==> src/rtl/ddr_cmd_sequencer_pkg.sv <==
// Shared state encoding, burst/direction constants and preamble helper
// for the DDR command sequencer.
package ddr_cmd_sequencer_pkg;

    typedef enum logic [2:0] {
        IDLE,
        ACT,
        PRE,
        BURST,
        DONE
    } seq_state_t;

    localparam logic [2:0] BL4_LAST = 3'd3;
    localparam logic [2:0] BL8_LAST = 3'd7;

    localparam logic [1:0] RW_IDLE = 2'b00;
    localparam logic [1:0] RW_WR   = 2'b01;
    localparam logic [1:0] RW_RD   = 2'b10;

    // Out-of-range preamble settings saturate into the supported 1..2 range.
    function automatic logic [1:0] pre_len(input logic [1:0] rd_pre);
        if (rd_pre == 2'd0)
            return 2'd1;
        else if (rd_pre == 2'd3)
            return 2'd2;
        else
            return rd_pre;
    endfunction

endpackage

==> src/rtl/ddr_rr_arbiter.sv <==
// Round-robin arbiter: grants the lowest requesting index at or after the
// rotating pointer, then moves the pointer just past the winner.
module ddr_rr_arbiter #(
    parameter int NUM_CH = 4,
    parameter int CH_W   = (NUM_CH > 1) ? $clog2(NUM_CH) : 1
) (
    input  logic              clock,
    input  logic              reset,
    input  logic              enable,
    input  logic [NUM_CH-1:0] req_valid,
    output logic [NUM_CH-1:0] grant,
    output logic [CH_W-1:0]   grant_idx,
    output logic              grant_valid
);

    logic [CH_W-1:0] rr_ptr;

    always_comb begin
        int idx;
        idx         = 0;
        grant       = '0;
        grant_idx   = '0;
        grant_valid = 1'b0;
        if (enable) begin
            for (int off = 0; off < NUM_CH; off++) begin
                idx = (int'(rr_ptr) + off) % NUM_CH;
                if (!grant_valid && req_valid[idx]) begin
                    grant_valid = 1'b1;
                    grant_idx   = CH_W'(idx);
                    grant[idx]  = 1'b1;
                end
            end
        end
    end

    always_ff @(posedge clock or posedge reset) begin
        if (reset)
            rr_ptr <= '0;
        else if (grant_valid)
            rr_ptr <= (grant_idx == CH_W'(NUM_CH - 1)) ? '0 : grant_idx + CH_W'(1);
    end

endmodule

==> src/rtl/ddr_cmd_sequencer.sv <==
// Arbitrates request channels into a FIFO and sequences each head request
// through activate, optional read preamble, burst beats and a settle cycle.
module ddr_cmd_sequencer
    import ddr_cmd_sequencer_pkg::*;
#(
    parameter int NUM_CH = 4,
    parameter int DEPTH  = 8,
    parameter int ADDR_W = 32,
    parameter int DATA_W = 64,
    localparam int CH_W  = (NUM_CH > 1) ? $clog2(NUM_CH) : 1,
    localparam int PTR_W = $clog2(DEPTH),
    localparam int CNT_W = PTR_W + 1
) (
    input  logic                     clock,
    input  logic                     reset,
    input  logic [NUM_CH-1:0]        req_valid,
    output logic [NUM_CH-1:0]        req_ready,
    input  logic [NUM_CH-1:0]        req_rw,
    input  logic [NUM_CH-1:0]        req_bl8,
    input  logic [NUM_CH*ADDR_W-1:0] req_addr,
    input  logic [NUM_CH*DATA_W-1:0] req_data,
    input  logic [1:0]               rd_pre,
    input  logic                     dev_busy,
    output logic                     act_cmd,
    output logic [ADDR_W-1:0]        cmd_addr,
    output logic [DATA_W-1:0]        cmd_data,
    output logic [CH_W-1:0]          cmd_ch,
    output logic [1:0]               dev_rw,
    output logic                     dev_rd,
    output logic                     next_cmd,
    output logic [2:0]               beat_cnt,
    output logic [CNT_W-1:0]         fifo_count
);

    // Entry layout depends on the width parameters, so it lives here rather than in the package.
    typedef struct packed {
        logic [CH_W-1:0]   ch;
        logic              rw;
        logic              bl8;
        logic [ADDR_W-1:0] addr;
        logic [DATA_W-1:0] data;
    } req_entry_t;

    req_entry_t       fifo_mem [DEPTH];
    req_entry_t       push_entry;
    req_entry_t       cmd_q;
    logic [PTR_W-1:0] wr_ptr;
    logic [PTR_W-1:0] rd_ptr;
    logic             full;
    logic             empty;
    logic             push;
    logic             pop;
    logic [CH_W-1:0]  grant_idx;
    seq_state_t       state;
    seq_state_t       next_state;
    logic [1:0]       pre_len_q;
    logic [1:0]       pre_cnt;
    logic [2:0]       beat_q;
    logic             last_beat;

    assign full  = (fifo_count == CNT_W'(DEPTH));
    assign empty = (fifo_count == '0);
    assign pop   = (state == IDLE) && !empty && !dev_busy;

    ddr_rr_arbiter #(
        .NUM_CH (NUM_CH),
        .CH_W   (CH_W)
    ) u_arbiter (
        .clock       (clock),
        .reset       (reset),
        .enable      (!full && !reset),
        .req_valid   (req_valid),
        .grant       (req_ready),
        .grant_idx   (grant_idx),
        .grant_valid (push)
    );

    always_comb begin
        push_entry      = '0;
        push_entry.ch   = grant_idx;
        push_entry.rw   = req_rw[grant_idx];
        push_entry.bl8  = req_bl8[grant_idx];
        push_entry.addr = req_addr[grant_idx*ADDR_W +: ADDR_W];
        push_entry.data = req_data[grant_idx*DATA_W +: DATA_W];
    end

    // Storage is not reset; clearing the pointers and count is what drops stale entries.
    always_ff @(posedge clock) begin
        if (push)
            fifo_mem[wr_ptr] <= push_entry;
    end

    always_ff @(posedge clock or posedge reset) begin
        if (reset) begin
            wr_ptr     <= '0;
            rd_ptr     <= '0;
            fifo_count <= '0;
        end else begin
            if (push)
                wr_ptr <= wr_ptr + PTR_W'(1);
            if (pop)
                rd_ptr <= rd_ptr + PTR_W'(1);
            if (push && !pop)
                fifo_count <= fifo_count + CNT_W'(1);
            else if (pop && !push)
                fifo_count <= fifo_count - CNT_W'(1);
        end
    end

    always_ff @(posedge clock or posedge reset) begin
        if (reset)
            state <= IDLE;
        else
            state <= next_state;
    end

    // Request fields and preamble length are frozen at pop so they hold steady through DONE.
    always_ff @(posedge clock or posedge reset) begin
        if (reset) begin
            cmd_q     <= '0;
            pre_len_q <= 2'd1;
            pre_cnt   <= 2'd0;
            beat_q    <= 3'd0;
        end else begin
            if (pop) begin
                cmd_q     <= fifo_mem[rd_ptr];
                pre_len_q <= pre_len(rd_pre);
            end
            case (state)
                ACT:     pre_cnt <= 2'd0;
                PRE:     pre_cnt <= pre_cnt + 2'd1;
                BURST:   if (!last_beat) beat_q <= beat_q + 3'd1;
                DONE:    beat_q <= 3'd0;
                default: ;
            endcase
        end
    end

    assign last_beat = (beat_q == (cmd_q.bl8 ? BL8_LAST : BL4_LAST));

    always_comb begin
        next_state = state;
        act_cmd    = 1'b0;
        dev_rw     = RW_IDLE;
        dev_rd     = 1'b0;
        next_cmd   = 1'b0;
        case (state)
            IDLE:  if (pop) next_state = ACT;
            ACT: begin
                act_cmd    = 1'b1;
                next_state = cmd_q.rw ? PRE : BURST;
            end
            PRE: begin
                dev_rd = 1'b1;
                if (pre_cnt == pre_len_q - 2'd1)
                    next_state = BURST;
            end
            BURST: begin
                dev_rw   = cmd_q.rw ? RW_RD : RW_WR;
                dev_rd   = cmd_q.rw;
                next_cmd = last_beat;
                if (last_beat)
                    next_state = DONE;
            end
            DONE:    next_state = IDLE;
            default: next_state = IDLE;
        endcase
    end

    assign cmd_addr = cmd_q.addr;
    assign cmd_data = cmd_q.data;
    assign cmd_ch   = cmd_q.ch;
    assign beat_cnt = beat_q;

endmodule
==> config.mk <==
export PLATFORM = sky130hd
export DESIGN_NAME = ddr_cmd_sequencer
export DESIGN_NICKNAME = d
export VERILOG_FILES = /design/src/rtl/ddr_cmd_sequencer_pkg.sv /design/src/rtl/ddr_rr_arbiter.sv /design/src/rtl/ddr_cmd_sequencer.sv
export SDC_FILE = /design/constraint.sdc
export NUM_CORES = 1
export LEC_CHECK = 0
export ABC_CLOCK_PERIOD_IN_PS = 25300
export CORE_MARGIN = 2
export CORE_UTILIZATION = 55
export DETAILED_ROUTE_END_ITERATION = 12
export PLACE_DENSITY = 0.85
export SLEW_MARGIN = 10
export SYNTH_ARGS = -nofsm -noshare
export SYNTH_HDL_FRONTEND = slang
export SYNTH_SLANG_ARGS = --single-unit
export TNS_END_PERCENT = 20
==> constraint.sdc <==
create_clock -name clock -period 25.3 [get_ports clock]
set_input_delay 5.06 -clock clock [delete_from_list [all_inputs] [get_ports clock]]
set_output_delay 5.06 -clock clock [all_outputs]
set_load 0.01 [all_outputs]
---- After elaboration in Yosys (flattened, before gate mapping) ----
Memory sizes are Yosys's and may differ from the RTL's. A register that Yosys moved wholly into a read port is not among the register bits.
Index checks and enable logic that the tools add are counted.
W data, S select, Z words.
storage, ports and cells
  register bits ........................... 22
  bits in writable memories ............... 800
  input port bits ......................... 401
  output and inout port bits .............. 114
  word-level logic and storage cells ...... 147
  memories ................................ 1
memory list
  memory    depth  bits a word  rd ports  clocked after memory_dff  write ports  RTL line                 text
  fifo_mem  8      100          1         1                         1            ddr_cmd_sequencer.sv:44  req_entry_t fifo_mem [DEPTH];
operators by class
  $add $sub $neg .......................... 11
  $lt $le $gt $ge ......................... 9
  eq/ne operators ......................... 13
  shifts and indexed selects .............. 2
  mux-type cells .......................... 65
  bitwise logic cells ..................... 6
  reductions and logical operators ........ 32
operator list
  kind                   number
  $shiftx A256 B9 Y64    1
  $shiftx A128 B8 Y32    1
  $mux W4                10
  $mux W1                26
  $mux W2                10
  $mux W3                5
  $bmux W1 S2            6
  $logic_and A1 B1 Y1    12
  $lt A3 B4 Y1 const B   3
  $or A4 B4 Y4           3
  $pmux W3 S4            1
  $add A3 B1 Y3 const B  3
  $ge A3 B1 Y1 const B   3
  $logic_not A1 Y1       9
  $demux W1 S2           4
  $ne A2 B2 Y1 const B   4
  $add A2 B1 Y2 const B  3
  $eq A3 B2 Y1 const B   2
  $lt A2 B3 Y1 const B   2
  $pmux W3 S2            1
  $reduce_bool A2 Y1     3
  $reduce_or A2 Y1       3
  $add A2 B2 Y2 const B  2
  $add A4 B1 Y4 const B  1
  17 further kinds       20

---- Longest topological paths before layout ----
  depth in word-level cells ............... 21
  mapped depth ............................ 14
  mapped depth without buffers ............ 12

---- By module ----
From an unflattened synthesis, not the netlist that was laid out.
unflattened totals
  cell total of the unflattened synthesis .. 1879
  area total of the unflattened synthesis .. 38070.3 um2
modules (own cells, without submodules)
  module             instances  cells an instance  area an instance (um2)  sequential area each (um2)
  ddr_cmd_sequencer  1          1813               37460.9                 27027.2
  ddr_rr_arbiter     1          66                 609.3                   50.0

---- Worst setup path after synthesis ----
Ideal clock, no wire load.
  path type ............................... in2reg
  from .................................... input req_valid[0]
  to ...................................... memory fifo_mem[1][0] (netlist bit), enable pin
  setup time .............................. 0.840 ns
  data arrival time ....................... 16.101 ns
  required time ........................... 24.460 ns
  slack ................................... 8.360 ns
  stages .................................. 6
  path buffers ............................ 2
  cell sequence ........................... buf_2 -> or3_1 -> nor2_1 -> or2_2 -> clkbuf_1 -> nor4b_1
on the way
  cells in the longest elaborated chain, start to end .. 18
  elaborated cells between the ends (all ways) .. 27
  those cells by class .................... mux (21); reduce/logical (6)
ends and longest elaborated chain
  what                               RTL line                 text
  from (decl)                        ddr_cmd_sequencer.sv:16  input logic [NUM_CH-1:0] req_valid,
  $bmux W1 S2                        ddr_rr_arbiter.sv:27     if (!grant_valid && req_valid[idx]) begin
  $mux W1 (implied by the code)      ddr_rr_arbiter.sv:27
  $mux W1                            ddr_rr_arbiter.sv:27
  $mux W1                            ddr_rr_arbiter.sv:24     if (enable) begin
  $logic_not A1 Y1                   ddr_rr_arbiter.sv:27
  $logic_and A1 B1 Y1                ddr_rr_arbiter.sv:27
  $mux W1                            ddr_rr_arbiter.sv:27
  $mux W1                            ddr_rr_arbiter.sv:24
  [2 not listed]                     -
  $mux W1                            ddr_rr_arbiter.sv:27
  $mux W1                            ddr_rr_arbiter.sv:24
  $logic_not A1 Y1                   ddr_rr_arbiter.sv:27
  $logic_and A1 B1 Y1                ddr_rr_arbiter.sv:27
  $mux W1 (*)                        ddr_rr_arbiter.sv:27
  $mux W1 (*)                        ddr_rr_arbiter.sv:24
  $mux W1 (*)                        ddr_cmd_sequencer.sv:89  if (push)
  $mux W1 (implied by the code) (*)  ddr_cmd_sequencer.sv:90  fifo_mem[wr_ptr] <= push_entry;
  to (decl)                          ddr_cmd_sequencer.sv:44
Mark *: on every way between the ends. The rest lies on a longest branch, timed or not. The select of a mux whose other input is x is not followed.

---- Worst setup path in the final report ----
  from .................................... input req_valid[2]
  to ...................................... output req_ready[3]
on the way
  cells in the longest elaborated chain, start to end .. 16
  elaborated cells between the ends (all ways) .. 34
  those cells by class .................... mux (25); bitwise (3); reduce/logical (6)
ends and longest elaborated chain
  what                           RTL line                 text
  $bmux W1 S2                    ddr_rr_arbiter.sv:27
  $mux W1 (implied by the code)  ddr_rr_arbiter.sv:27
  $mux W1                        ddr_rr_arbiter.sv:27
  $mux W1                        ddr_rr_arbiter.sv:24
  $logic_not A1 Y1               ddr_rr_arbiter.sv:27
  $logic_and A1 B1 Y1            ddr_rr_arbiter.sv:27
  $mux W1                        ddr_rr_arbiter.sv:27
  $mux W1                        ddr_rr_arbiter.sv:24
  $logic_not A1 Y1               ddr_rr_arbiter.sv:27
  $logic_and A1 B1 Y1            ddr_rr_arbiter.sv:27
  $mux W1                        ddr_rr_arbiter.sv:27
  $mux W1                        ddr_rr_arbiter.sv:24
  $logic_not A1 Y1               ddr_rr_arbiter.sv:27
  $logic_and A1 B1 Y1            ddr_rr_arbiter.sv:27
  $mux W4 (*)                    ddr_rr_arbiter.sv:27
  $mux W4 (*)                    ddr_rr_arbiter.sv:24
  to (decl)                      ddr_cmd_sequencer.sv:17  output logic [NUM_CH-1:0] req_ready,
Marks and branches as above.

==> results.cfg <==
[critical_path]
worstSetupPathType = in2out
max_stage_delay_ps = 670
crit_path_top_delay_cell = clkdlybuf4s50_1
crit_arrival_ps = 7500
worst_setup_path_start_kind = input pin
endpoint_kind = primary output
required_ps = 20240
worstPathMaxFanout = 11
cp_common_cell = clkdlybuf4s50_1
path_cells = clkdlybuf4s50_1, or3b_1, a2111oi_0, or3_1, a221oi_1, nor2_1, clkdlybuf4s50_1

[sta]
fin_crit_sh_pct = 49.6
hold_violations = 0
max_slew_margin_pct = 24.1
clock_skew_ps = 31.6
rsz0062_at_grt = false
fin_setup_tns_ps = 0
fmax_mhz = 79.6
slew_viol_final = 0
hold_slack_ps = 481
fin_crit_ps = 12560
setup_viol = 0
tightest_slew_ps = 1140

[synthesis]
yosysMostFrequentCell = edfxtp_1
synth_top_area_share_pct = 62.5
synth_common_cells = 800 x edfxtp_1, 413 x nand2_1, 203 x mux4_2, 121 x dfrtp_1, 115 x buf_4
synth_edf_count = 800
synthesis.area_um2 = 38500
synthesis.nets = 2741
ys_top_cells_by_area = edfxtp_1 62%, mux4_2 12%, dfrtp_1 7.9%, nand2_1 4.0%, mux2i_1 2.7%
ys_warn_count = 0
yosys_most_used_dff = edfxtp_1
yosysTopAreaCell = edfxtp_1
ys_seq_elements = 922
synth.distinct_cells = 46
async_flop_share_pct = 13.2
postSynthCellCount = 2325
avgSynthCellArea_um2 = 16.5
ys_seq_area_share_pct = 70.4

[global_routing]
antenna_found_initial = 5
grt_pass1_vias = 23400
grt_max_degree = 131
grtUsageTotal_pct = 27.7
grt-ovfl-total = 0
grt_pass1_wl_um = 146000

[clock_tree]
cts_made_buffers = 90
clock_sinks = 922
htreeDepth = 3
root_buffer = clkbuf_16
cts_tree = done
insertion_delay_ps = 660
clk_pin_slew_worst_paths_ps = 60
cts_hold_buf = 0
clk_path_buf_depth = 3
post_cts_buffers = 0
cts_resized = 0

[route]
drcViolationCount = 0
drt_iter0_drc = 2607
wire_per_inst_um = 26.8
ant_nets = 0
first_pass_iters = 6
dr_total_vias = 22700
vias_per_cell = 6.12
wl_um = 99400

[die]
fp-row-count = 96
start_util_pct = 55.8
core-area_um2 = 68900
die_h_um = 268
die_w_um = 268
ioPinCount = 515
die-area_um2 = 72000

[place]
hpwl_um = 57700
numPortBuffers = 513
place_congestion = 0.897
dp_cells = 3548
postPlaceCellArea_um2 = 43600

[run_status]
status = completed

[min_path]
hp-class = reg2reg

[layout]
fillers = 4365
nets = 3125
final-instance-count-excl-fill = 3717
layout-drive-gt1-share_pct = 14.1
area_growth_pct = 21.3
post-route-cell-area_um2 = 46600

[power_and_ir_drop]
p_per_area_nw_per_um2 = 128
peakVddDrop_mv = 0.0778
p_leak_nw = 16.0

[run]
max_cap_violations = 0
report_power, final:
group | switching, W | leakage (nW) | internal [W] | total (W)
Combinational | 0.00129 | 5.82 | 0.000830 | 0.00212
Clock | 0.000577 | 1.43 | 0.000759 | 0.00134
Sequential | 0.000186 | 8.74 | 0.00233 | 0.00251
cell usage in the layout (no fill, tap or decap), types with 8 or more instances in the layout:
master and instances:
clkbuf_1 13, clkinv_2 14, clkbuf_16 90, inv_1 8, edfxtp_1 800, nor2_1 18
mux2i_1 102, clkinvlp_4 8, ha_1 14, a21oi_1 109, xnor2_1 13, a32oi_1 98
buf_4 30, nand2_1 413, clkinv_1 15, o21ai_0 107, clkdlybuf4s50_1 513, bufinv_16 8
mux4_2 203, dfrtp_1 118
critical path: cells and delay by family:
family | cells | cell delay [ps]
buf+inv | 2 | 1210
compound gates | 2 | 470
simple gates | 3 | 760
per-layer routing:
metal	track usage, %	wire length (um)	up-vias
met1	36.1	37000	11600
met2	47.3	50800	1201
met3	4.87	7930	233
li1	-	-	9719
met5	0	0	-
met4	10.3	3700	0
cell type report:
type / instances / area (um^2) / area share, %
multi-input cells: 1140 / 9960 / 21.4
inverters: 11 / 56.3 / 0.121
clock inverters: 57 / 604 / 1.30
flip-flops and latches: 922 / 27100 / 58.1
clock buffers: 108 / 2370 / 5.08
repair buffers: 544 / 5380 / 11.5
well taps: 931 / 1160 / 2.50
diodes: 4 / 10.0 / 0.0215
registers in the layout, summed over array words and instances, names as in the netlist:
name / count
beat_cnt: 3
cmd_addr: 32
cmd_ch: 2
cmd_data: 64
cmd_q: 2
fifo_count: 4
fifo_mem: 800
pre_cnt: 2
pre_len_q: 2
rd_ptr: 3
state: 3
u_arbiter.rr_ptr: 2
wr_ptr: 3
cell families (layout without fill, tap and decap cells):
group	after synthesis	count (layout)	share of synthesized area, %
AOI/OAI and AO/OA	340	340	5.55
xor gates and xnor gates	13	13	0.296
adders and majority gates	15	15	0.508
buffers and inverters	263	720	3.83
DFF	922	922	70.4
muxes	306	306	14.6
other	0	4	0
and+or+nand+nor	466	466	4.82
path summary, 6_finish.rpt:
kind / startpoint / slack, ps / to / cells past startpoint
worst max-delay path: req_valid[2] / 12740 / req_ready[3] / 7
max in group asynchronous: reset / 18780 / rd_ptr[0]$_DFFE_PP0P_ / 3
min in group asynchronous: reset / 4950 / fifo_count[1]$_DFFE_PP0P_ / 2
worst min register to register: cmd_addr[15]$_DFFE_PP0P_ / 480 / cmd_addr[15]$_DFFE_PP0P_ / 2
worst min-delay path: cmd_addr[15]$_DFFE_PP0P_ / 480 / cmd_addr[15]$_DFFE_PP0P_ / 2
worst max register to register: u_arbiter.rr_ptr[0]$_DFFE_PP0P_ / 19490 / fifo_mem[4][50]$_DFFE_PP_ / 10
through the flow:
stage | util (%) | total power [W] | setup slack, ps
after global routing | 67.6 | 0.00622 | 12610
after global placement | 63.3 | 0.00451 | 12740
after detailed placement | 63.3 | 0.00462 | 12750
final | 67.6 | 0.00597 | 12740
after CTS | 67.6 | 0.00599 | 12740
after floorplan | - | 0.00396 | 8360
No activity file was read; power rests on OpenSTA's default activity.
